**src/rtl/wrapper_uart_rx.sv**
```systemverilog
// wrapper_uart_rx: UART receiver for the board's USB-UART bridge line.
// Default frame is 8N1 (start, 8 data bits LSB first, stop) on an idle-high line.
// Optional feature macro UART_RX_PARITY_EN switches the frame to 8E1.
// That build adds an even-parity check between the data and stop bits and a parityErr_o strobe.
// Each good frame updates symbol_o and pulses newSymbol_o for one cycle.
module wrapper_uart_rx #(
  parameter int CLK_FREQ_HZ = 100_000_000,
  parameter int BAUD_RATE   = 115_200
) (
  input  logic       clk,
  input  logic       rst_n,
  input  logic       uart_rxd_out,
  output logic [7:0] symbol_o,
  output logic       newSymbol_o
`ifdef UART_RX_PARITY_EN
  ,output logic      parityErr_o
`endif
);

  localparam int CLKS_PER_BIT = CLK_FREQ_HZ / BAUD_RATE;
  localparam int CNT_W        = $clog2(CLKS_PER_BIT) + 1;

  localparam logic [CNT_W-1:0] CNT_ZERO = {CNT_W{1'b0}};
  localparam logic [CNT_W-1:0] CNT_ONE  = {{(CNT_W-1){1'b0}}, 1'b1};
  localparam logic [CNT_W-1:0] CNT_HALF = CNT_W'(CLKS_PER_BIT / 2 - 1);
  localparam logic [CNT_W-1:0] CNT_FULL = CNT_W'(CLKS_PER_BIT - 1);

  typedef enum logic [2:0] {
    S_IDLE      = 3'd0,
    S_START     = 3'd1,
    S_DATA      = 3'd2,
`ifdef UART_RX_PARITY_EN
    S_PARITY    = 3'd5,
`endif
    S_STOP      = 3'd3,
    S_WAIT_IDLE = 3'd4
  } state_t;

`ifdef UART_RX_PARITY_EN
  // Even parity: the parity bit makes the total count of ones even.
  function automatic logic even_parity(input logic [7:0] data);
    return ^data;
  endfunction
`endif

  logic             rxd_meta_r;
  logic             rxd_s;
  state_t           state_r,   state_nxt;
  logic [CNT_W-1:0] clk_cnt_r, clk_cnt_nxt;
  logic [2:0]       bit_idx_r, bit_idx_nxt;
  logic [7:0]       shift_r,   shift_nxt;
  logic [7:0]       symbol_r,  symbol_nxt;
  logic             new_sym_r, new_sym_nxt;
`ifdef UART_RX_PARITY_EN
  logic             perr_r,    perr_nxt;
`endif

  // Two-flop synchronizer; both stages idle high so reset never looks like a start bit.
  always_ff @(posedge clk or negedge rst_n) begin
    if (!rst_n) begin
      rxd_meta_r <= 1'b1;
      rxd_s      <= 1'b1;
    end else begin
      rxd_meta_r <= uart_rxd_out;
      rxd_s      <= rxd_meta_r;
    end
  end

  // State, counters, shift register and registered outputs.
  always_ff @(posedge clk or negedge rst_n) begin
    if (!rst_n) begin
      state_r   <= S_IDLE;
      clk_cnt_r <= CNT_ZERO;
      bit_idx_r <= 3'd0;
      shift_r   <= 8'h00;
      symbol_r  <= 8'h00;
      new_sym_r <= 1'b0;
`ifdef UART_RX_PARITY_EN
      perr_r    <= 1'b0;
`endif
    end else begin
      state_r   <= state_nxt;
      clk_cnt_r <= clk_cnt_nxt;
      bit_idx_r <= bit_idx_nxt;
      shift_r   <= shift_nxt;
      symbol_r  <= symbol_nxt;
      new_sym_r <= new_sym_nxt;
`ifdef UART_RX_PARITY_EN
      perr_r    <= perr_nxt;
`endif
    end
  end

  // Next-state logic: bit timing, mid-bit sampling and frame accept/reject.
  always_comb begin
    state_nxt   = state_r;
    clk_cnt_nxt = clk_cnt_r;
    bit_idx_nxt = bit_idx_r;
    shift_nxt   = shift_r;
    symbol_nxt  = symbol_r;
    new_sym_nxt = 1'b0;
`ifdef UART_RX_PARITY_EN
    perr_nxt    = 1'b0;
`endif
    case (state_r)
      S_IDLE: begin
        clk_cnt_nxt = CNT_ZERO;
        if (!rxd_s) begin
          state_nxt = S_START;
        end else begin
          state_nxt = S_IDLE;
        end
      end
      S_START: begin
        if (clk_cnt_r == CNT_HALF) begin
          clk_cnt_nxt = CNT_ZERO;
          // Still low at mid start bit: a real start; otherwise a glitch.
          if (!rxd_s) begin
            state_nxt   = S_DATA;
            bit_idx_nxt = 3'd0;
          end else begin
            state_nxt = S_IDLE;
          end
        end else begin
          clk_cnt_nxt = clk_cnt_r + CNT_ONE;
        end
      end
      S_DATA: begin
        if (clk_cnt_r == CNT_FULL) begin
          clk_cnt_nxt          = CNT_ZERO;
          shift_nxt[bit_idx_r] = rxd_s;
          if (bit_idx_r == 3'd7) begin
            bit_idx_nxt = 3'd0;
`ifdef UART_RX_PARITY_EN
            state_nxt   = S_PARITY;
`else
            state_nxt   = S_STOP;
`endif
          end else begin
            bit_idx_nxt = bit_idx_r + 3'd1;
          end
        end else begin
          clk_cnt_nxt = clk_cnt_r + CNT_ONE;
        end
      end
`ifdef UART_RX_PARITY_EN
      S_PARITY: begin
        if (clk_cnt_r == CNT_FULL) begin
          clk_cnt_nxt = CNT_ZERO;
          if (rxd_s == even_parity(shift_r)) begin
            state_nxt = S_STOP;
          end else begin
            // Drop the frame and let the line return high before hunting again.
            perr_nxt  = 1'b1;
            state_nxt = S_WAIT_IDLE;
          end
        end else begin
          clk_cnt_nxt = clk_cnt_r + CNT_ONE;
        end
      end
`endif
      S_STOP: begin
        if (clk_cnt_r == CNT_FULL) begin
          clk_cnt_nxt = CNT_ZERO;
          if (rxd_s) begin
            // Back to IDLE mid stop bit so a following start bit needs no gap.
            symbol_nxt  = shift_r;
            new_sym_nxt = 1'b1;
            state_nxt   = S_IDLE;
          end else begin
            state_nxt = S_WAIT_IDLE;
          end
        end else begin
          clk_cnt_nxt = clk_cnt_r + CNT_ONE;
        end
      end
      S_WAIT_IDLE: begin
        clk_cnt_nxt = CNT_ZERO;
        // A break (line held low) must not be taken as a stream of start bits.
        if (rxd_s) begin
          state_nxt = S_IDLE;
        end else begin
          state_nxt = S_WAIT_IDLE;
        end
      end
      default: begin
        state_nxt   = S_IDLE;
        clk_cnt_nxt = CNT_ZERO;
        bit_idx_nxt = 3'd0;
      end
    endcase
  end

  assign symbol_o    = symbol_r;
  assign newSymbol_o = new_sym_r;
`ifdef UART_RX_PARITY_EN
  assign parityErr_o = perr_r;
`endif

endmodule

```
**config.mk**
```make
export PLATFORM = sky130hd
export DESIGN_NAME = wrapper_uart_rx
export DESIGN_NICKNAME = d
export VERILOG_FILES = /design/src/rtl/wrapper_uart_rx.sv
export SDC_FILE = /design/constraint.sdc
export NUM_CORES = 1
export LEC_CHECK = 0
export CORE_MARGIN = 5
export CORE_UTILIZATION = 30
export CTS_BUF_LIST = sky130_fd_sc_hd__clkbuf_8
export DETAILED_ROUTE_END_ITERATION = 6
export PLACE_DENSITY = 0.45
export SLEW_MARGIN = 20
export SYNTH_ARGS = -nofsm -noshare
export SYNTH_HDL_FRONTEND = slang
export SYNTH_SLANG_ARGS = --single-unit
```
**constraint.sdc**
```tcl
create_clock -name clk -period 4.4 [get_ports clk]
set_input_delay 0.88 -clock clk [delete_from_list [all_inputs] [get_ports clk]]
set_output_delay 0.88 -clock clk [all_outputs]
set_load 0.02 [all_outputs]
```
# Yosys cells after proc, flatten, opt, wreduce, memory -nomap -nowiden
# Index checks and enable logic that the tools add are counted.
dict set report word_totals {
  reg_bits 36
  input_bits 3
  out_inout_bits 9
}
dict set report classes {
  n_addsub 2
  order_cmp 2
  n_eq_ne 12
  mux 22
  bitwise_logic 1
  n_reduce_logical 8
}
# cell n
set op_table {}
lappend op_table {{3-bit 2-to-1 mux} 9}
lappend op_table {{11-bit 2-to-1 mux} 2}
lappend op_table {{11-bit case mux with 2 select lines} 1}
lappend op_table {{3-bit case mux with 5 select lines} 1}
lappend op_table {{11-bit by 1-bit adder with 11-bit output, second input constant} 1}
lappend op_table {{11-bit by 10-bit == test with 1-bit output, second input constant} 1}
lappend op_table {{11-bit by 9-bit == test with 1-bit output, second input constant} 1}
lappend op_table {{2-bit inequality test, second input constant} 5}
lappend op_table {{3-bit case mux with 3 select lines} 1}
lappend op_table {{8-bit bitwise mux} 1}
lappend op_table {{4-bit AND reduction} 2}
lappend op_table {{3-bit by 2-bit == test with 1-bit output, second input constant} 2}
lappend op_table {{3-bit == test, second input constant} 2}
lappend op_table {{1-bit 2-to-1 mux} 5}
lappend op_table {{3-bit by 4-bit < comparator with 1-bit output, second input constant} 1}
lappend op_table {{3-bit by 1-bit adder with 3-bit output, second input constant} 1}
lappend op_table {{1-bit demux with 3-bit select} 1}
lappend op_table {{3-bit by 1-bit == test with 1-bit output, second input constant} 1}
lappend op_table {{3-bit by 1-bit >= comparator with 1-bit output, second input constant} 1}
lappend op_table {{3-bit zero test} 1}
lappend op_table {{3-bit AND reduction} 1}
lappend op_table {{3-bit OR reduction} 1}
lappend op_table {{2-bit 2-to-1 mux} 1}
lappend op_table {{2-bit AND reduction} 1}
lappend op_table {{3 further kinds} 3}

# Logic depth before layout (Yosys ltp)
dict set report depth {
  ltp_word 5
  ltp_mapped 7
}

# Least setup slack after synthesis
# Ideal clock, no wire load.
dict set report synth_path {
  kind {register -> register}
  from {register clk_cnt_r[0]}
  to {register symbol_r[0] (netlist: symbol_o[0])}
  arrival_time_ns 1.664
  required_time_ns 4.275
  slack_ns 2.611
  path_stages_with_launch 6
  n_path_buf 0
  period_less_slack_ns 1.789
  path_cell_list {dfrtp_1 -> ha_1 -> and3_1 -> nand3_4 -> nor3_4 -> mux2_2}
}
dict set report synth_between {
  elab_chain_cells 2
}
# element line
set synth_lines {}
lappend synth_lines {{from (decl)} 49} ;# logic [CNT_W-1:0] clk_cnt_r, clk_cnt_nxt;
lappend synth_lines {{from (signal assigned)} 83} ;# clk_cnt_r <= clk_cnt_nxt;
lappend synth_lines {{11-bit by 10-bit == test with 1-bit output} 163} ;# if (clk_cnt_r == CNT_FULL) begin
lappend synth_lines {{3-bit AND reduction (no line)} -}
lappend synth_lines {{to (signal assigned)} 86} ;# symbol_r <= symbol_nxt;
lappend synth_lines {{to (decl)} 52} ;# logic [7:0] symbol_r, symbol_nxt;
# Every way passes these cells.
# A chain may end at the register's enable or synchronous reset.

# Worst setup path after layout
dict set report layout_path {
  from {register symbol_r[7] (netlist: symbol_o[7])}
  to {output symbol_o[7]}
}
# element line
set layout_lines {}
lappend layout_lines {{to (decl)} 13} ;# output logic [7:0] symbol_o,
# No word-level cell between the ends.

==> impl_metrics.json <==
{
  "min_to": "rxd_s$_DFF_PN1_",
  "post_cts_buffers": 0,
  "final.period_utilization_pct": 48.33,
  "p_leak_nw": 0.8906,
  "rsz0062_at_grt": "false",
  "dp_hpwl_microns": 2252,
  "p_per_area_nw_per_um2": 315.4,
  "synthTopCellsByArea": "dfrtp_1 (50%), mux2_2 (11%), nor2_1 (5.3%)",
  "cts_max_level": 2,
  "clock_latency_ns": 0.29,
  "drc": 0,
  "drv_slew": 0,
  "arrival_ns": 1.25,
  "overflow": 0,
  "vias": 1100,
  "hp-class": "flip-flop to flip-flop",
  "io_pins": 12,
  "busiest_layer": "met2",
  "critPathCaptureType": "primary output",
  "grt_pass1_wl_microns": 5713,
  "grt_use_met1_pct": 13.41,
  "ys_warn_count": 0,
  "crit_path_max_incr_delay_ns": 0.61,
  "critical_path_class": "flip-flop to primary output",
  "ctsRootBufferMaster": "clkbuf_8",
  "grt_util_met2_pct": 15.04,
  "cpMaxStageDelayCell": "clkdlybuf4s50_1",
  "die_w_microns": 85.09,
  "relSlewSlack_pct": 45.36,
  "synth_edf_count": 0,
  "syn_area_sq_um": 1692,
  "cts_max_path_buffers": 2,
  "rr_worst_depth": 5,
  "synth_nets": 153,
  "synth_top_cell_area_share_pct": 50.30,
  "coreArea_sq_um": 5507,
  "cts_hold_buf": 0,
  "timing.setup.tns_ns": 0,
  "antenna_found_initial": 0,
  "rr_endpoint": "symbol_o[5]$_DFFE_PN0P_",
  "tightest_slew_ns": 0.8196,
  "gp_congestion": 0.7966,
  "wl_per_cell_microns": 13.79,
  "path_max_fanout": 2,
  "fin_nets": 168,
  "drt_iter0_markers": 56,
  "cap_violations": 0,
  "async_flop_share_pct": 100.0,
  "crit_path_start_kind": "flip-flop",
  "grt_max_degree": 37,
  "hp-start": "rxd_meta_r$_DFF_PN1_",
  "synth_seq_cells": 36,
  "placementRows": 27,
  "yosysMostFrequentCell": "dfrtp_1",
  "ys_types": 36,
  "cp.required_ns": 3.52,
  "syn_inst": 146,
  "diodes": 0,
  "seqCellArea_sq_um": 903.4,
  "grt_pass1_vias": 1143,
  "whs_path_depth": 0,
  "synth_common_cells": "dfrtp_1 (34), nor2_1 (24), mux2_2 (16)",
  "drtPass1Iterations": 4,
  "regToRegSetupSlack_ns": 2.36,
  "rr_startpoint": "clk_cnt_r[0]$_DFF_PN0_",
  "cts_buffers": 5,
  "min_period_ns": 2.127,
  "status": "finished clean",
  "totalWireLength_microns": 3226,
  "ys_seq_area_share_pct": 53.40,
  "synth-main-ff-cell": "dfrtp_1",
  "drive_gt1_share_pct": 19.75,
  "die_y_microns": 85.09,
  "dieArea_sq_um": 7240,
  "hold_viol": 0,
  "cp_top_family": "buffers and inverters",
  "cts_tree": "done",
  "initial_core_util_pct": 30.72,
  "power.total_uw": 627.9,
  "fin_skew_ns": 0.006334,
  "synth.avg_cell_area_sq_um": 11.59,
  "met3_usage_pct": 3.398,
  "multiInputGateArea_sq_um": 764.5,
  "setup-violations-final": 0,
  "cp_cell_sequence": "clkdlybuf4s50_1",
  "postRouteAntennaNets": 0,
  "cts-resized-gates": 0,
  "viasPerCell": 4.701,
  "area_growth_pct": 17.68,
  "grt_use_total_pct": 10.06,
  "cts_sinks": 36,
  "clk_pin_slew_ns": 0.07,
  "max_freq_ghz": 0.4703,
  "cp_num_buf_inv": 1,
  "portBuffers": 11,
  "irDropWorstVdd_uv": 149.3,
  "fillers": 548,
  "synth_area_leader_cell": "dfrtp_1"
}
-- final cells by class --
type | instances | share of cell area (%)
Inverter | 2 | 0.3771
Sequential cell | 36 | 45.38
Clock inverter | 3 | 1.948
Clock buffer | 5 | 3.457
Tap cell | 72 | 4.525
Timing Repair Buffer | 12 | 5.908
Multi-Input combinational cell | 104 | 38.40
-- stage by stage --
step,cells,setup WS [ns],instance area (sq um),utilization (%),hold slack [ns]
after floorplan,146,2.611,1692,-,0.3452
after global placement,226,2.435,1883,34.20,0.3470
after detailed placement,226,2.345,1883,34.20,0.3479
after CTS,234,2.252,1991,36.15,0.3594
after global routing,234,2.141,1991,36.15,0.3661
final,234,2.273,1991,36.15,0.3572
-- worst max-delay path by stage --
stage | from | to | slack, ns | depth (start not counted)
after floorplan | clk_cnt_r[0]$_DFF_PN0_ | symbol_o[0]$_DFFE_PN0P_ | 2.61 | 5
after global placement | clk_cnt_r[0]$_DFF_PN0_ | symbol_o[5]$_DFFE_PN0P_ | 2.43 | 5
after detailed placement | clk_cnt_r[0]$_DFF_PN0_ | symbol_o[5]$_DFFE_PN0P_ | 2.35 | 5
after CTS | symbol_o[0]$_DFFE_PN0P_ | symbol_o[0] | 2.25 | 1
after global routing | clk_cnt_r[0]$_DFF_PN0_ | clk_cnt_r[5]$_DFF_PN0_ | 2.14 | 5
final | symbol_o[7]$_DFFE_PN0P_ | symbol_o[7] | 2.27 | 1
-- sequential cells by signal (all words and copies together) (netlist names) --
signal / count
clk_cnt_r: 11
bit_idx_r: 3
rxd_s: 1
newSymbol_o: 1
rxd_meta_r: 1
state_r: 3
shift_r: 8
symbol_o: 8
-- logic make-up after synthesis --
group                    share of synthesized area, %
AO/OA/AOI/OAI                                   5.622
XOR/XNOR                                        4.660
adder cells (fa/ha/maj)                         2.959
buffers and inverters                           1.405
flip-flops                                      53.40
multiplexers                                    10.65
AND/OR/NAND/NOR                                 21.30
-- layer usage --
layer	vias to the layer above	share of wire, %
met1	536	49
met4	0	1.7
met2	11	46
met3	7	3.2
met5	-	0
li1	546	-
-- report_power, final --
part	switching [mW]	internal [mW]	total [mW]
Combinational	0.00740	0.00278	0.0102
Clock	0.118	0.166	0.283
Sequential	0.00183	0.332	0.334
Total	0.127	0.501	0.628
-- cells in the final DEF, fill, tap and decap left out, types with 2 or more instances in the layout --
cell type and n:
nand4_1 3, and3_1 2, clkbuf_8 5, ha_1 4, inv_1 3, nand3_1 4
nor3_1 6, nand2_1 6, nor2_1 24, nor2b_1 3, a31oi_1 2, nand2b_1 3
mux2_2 16, xnor2_1 7, a22o_1 3, clkdlybuf4s50_1 11, a21oi_1 2, xor2_1 2
dfrtp_1 34, dfstp_2 2, nor3_4 2
Power figures use the tool's default switching activity.
==> RTL edit, RTL diff (same settings) <==
Change the parameter `BAUD_RATE` from 115_200 to 28_800.
--- a/src/rtl/wrapper_uart_rx.sv
+++ b/src/rtl/wrapper_uart_rx.sv
@@ -7,3 +7,3 @@
   parameter int CLK_FREQ_HZ = 100_000_000,
-  parameter int BAUD_RATE   = 115_200
+  parameter int BAUD_RATE   = 28_800
 ) (
Behaviour: same outputs for any inputs over 10 cycles, from zero or initial values and one cycle with rst_n low; that may be too few to reach the edited logic, so the function may still have changed.
==> RTL edit against the original RTL <==
Sequential cell count increased by 2; wire length rose by 6.2%; synthesized area increased by 5.3%; final area rose by 3.1%; power fell by 3.3%; largest power group unchanged; combinational power down 14%; core utilization fell by 1.1 points; worst setup slack worse by 190 ps; sequential share of layout area increased by 1.1 points; largest cell class unchanged.
==> RTL edit: results (changes against the original RTL) <==
| Metric | Value |
|---|---|
| Worst Skew | 6.369 ps (was 6.334 ps) |
| Met3 Usage GRT | 1.703% (was 3.398%) |
| Layout clock area frac | 4.631% (was 5.405%) |
| R2R Setup Slk | 2080 ps (was 2360 ps) |
| Start point of the critical path | clk_cnt_r[0]$_DFF_PN0_ (was symbol_o[7]$_DFFE_PN0P_) |
| Syn nets | 163 (was 153) |
| Fraction of area in multi-input gates | 38.88% (was 38.40%) |
| DIE AREA | 7576 um2 (was 7240 um2) |
| Slew @ Worst Pin | 989.6 ps (was 819.6 ps) |
| XOR/XNOR Fraction of Synth Area | 5.411% (was 4.660%) |
| Post-synthesis cell type count | 37 (was 36) |
| Seq cells | 38 (was 36) |
| Adder-Cell Fraction of Synth Area | 2.108% (was 2.959%) |
| Multi-input gates | 113 (was 104) |
| Wire per inst | 13.87 um (was 13.79 um) |
| Clock share of power | 40.4% (was 45.1%) |
| Leak | 0.0008985 uW (was 0.0008906 uW) |
| Placed cell areas | 1958 um2 (was 1883 um2) |
| Psw | 128.7 uW (was 126.9 uW) |
| Pin count of the biggest net entering global routing | 39 (was 37) |
| Status | finished clean (unchanged) |
| Gr usage total | 10.44% (was 10.06%) |
| Filler cells | 567 (was 548) |
| WP data arrival | 2450 ps (was 1250 ps) |
| Seq area share | 46.44% (was 45.38%) |
| DRT met1 WL | 1.733 mm (was 1.574 mm) |
| CP Max Fanout | 13 (was 2) |
| Plain + repair buffers | 11 (was 12) |
| Non-clk buf share | 5.119% (was 5.908%) |
| Met3 WL | 69 um (was 104 um) |
## RTL edit: changes by cell type in the layout (fill, tap and decap cells not counted), sizes merged, moves of 2 or more
cell   change
nand3      +4
xor2       +4
and3       +3
a21oi      +2
and4       +2
dfrtp      +2
nor3       -2
nor4b      +2
xnor2      -2
## RTL edit: kinds of logic (layout without fill, tap and decap cells)
group / Yosys count / in the layout
simple gates: 68 / 68
flops: 38 / 38
mux: 17 / 17
compound gates: 14 / 14
xor+xnor: 11 / 11
buf+inv: 6 / 21
fa+ha+maj: 3 / 3
## RTL edit: how the worst min path moves through the flow
| stage | endpoint | cells after the start |
|---|---|---|
| 3_5_place_dp | rxd_s$_DFF_PN1_ | 0 |
| 6_report | rxd_s$_DFF_PN1_ | 0 |
| 2_1_floorplan | rxd_s$_DFF_PN1_ | 0 |
| 3_3_place_gp | rxd_s$_DFF_PN1_ | 0 |
| 4_1_cts | rxd_s$_DFF_PN1_ | 0 |
| 5_1_grt | rxd_s$_DFF_PN1_ | 0 |
## RTL edit: stage by stage
step | utilization (%) | cells | hold WS, ps
after detailed placement | 33.47 | 239 | 350.1
after global routing | 35.09 | 247 | 368.4
after CTS | 35.09 | 247 | 360.8
after global placement | 33.47 | 239 | 348.7
after floorplan | - | 157 | 345.2
final | 35.09 | 247 | 357.3
## RTL edit: power by group through the flow
stage                     Combinational (uW)  Sequential (uW)  Clock, uW
after CTS                               9.54              353        261
final                                   8.78              353        245
after floorplan                         1.80              358          0
after global placement                  9.33              360          0
after global routing                    11.0              353        274
after detailed placement                9.51              359          0
## RTL edit: worst max-delay path: stages, from the launching register on
cell,delay (ps)
dfrtp_1,400
ha_1,250
nor4b_4,350
a31oi_1,230
a21oi_1,810
nor2_1,120
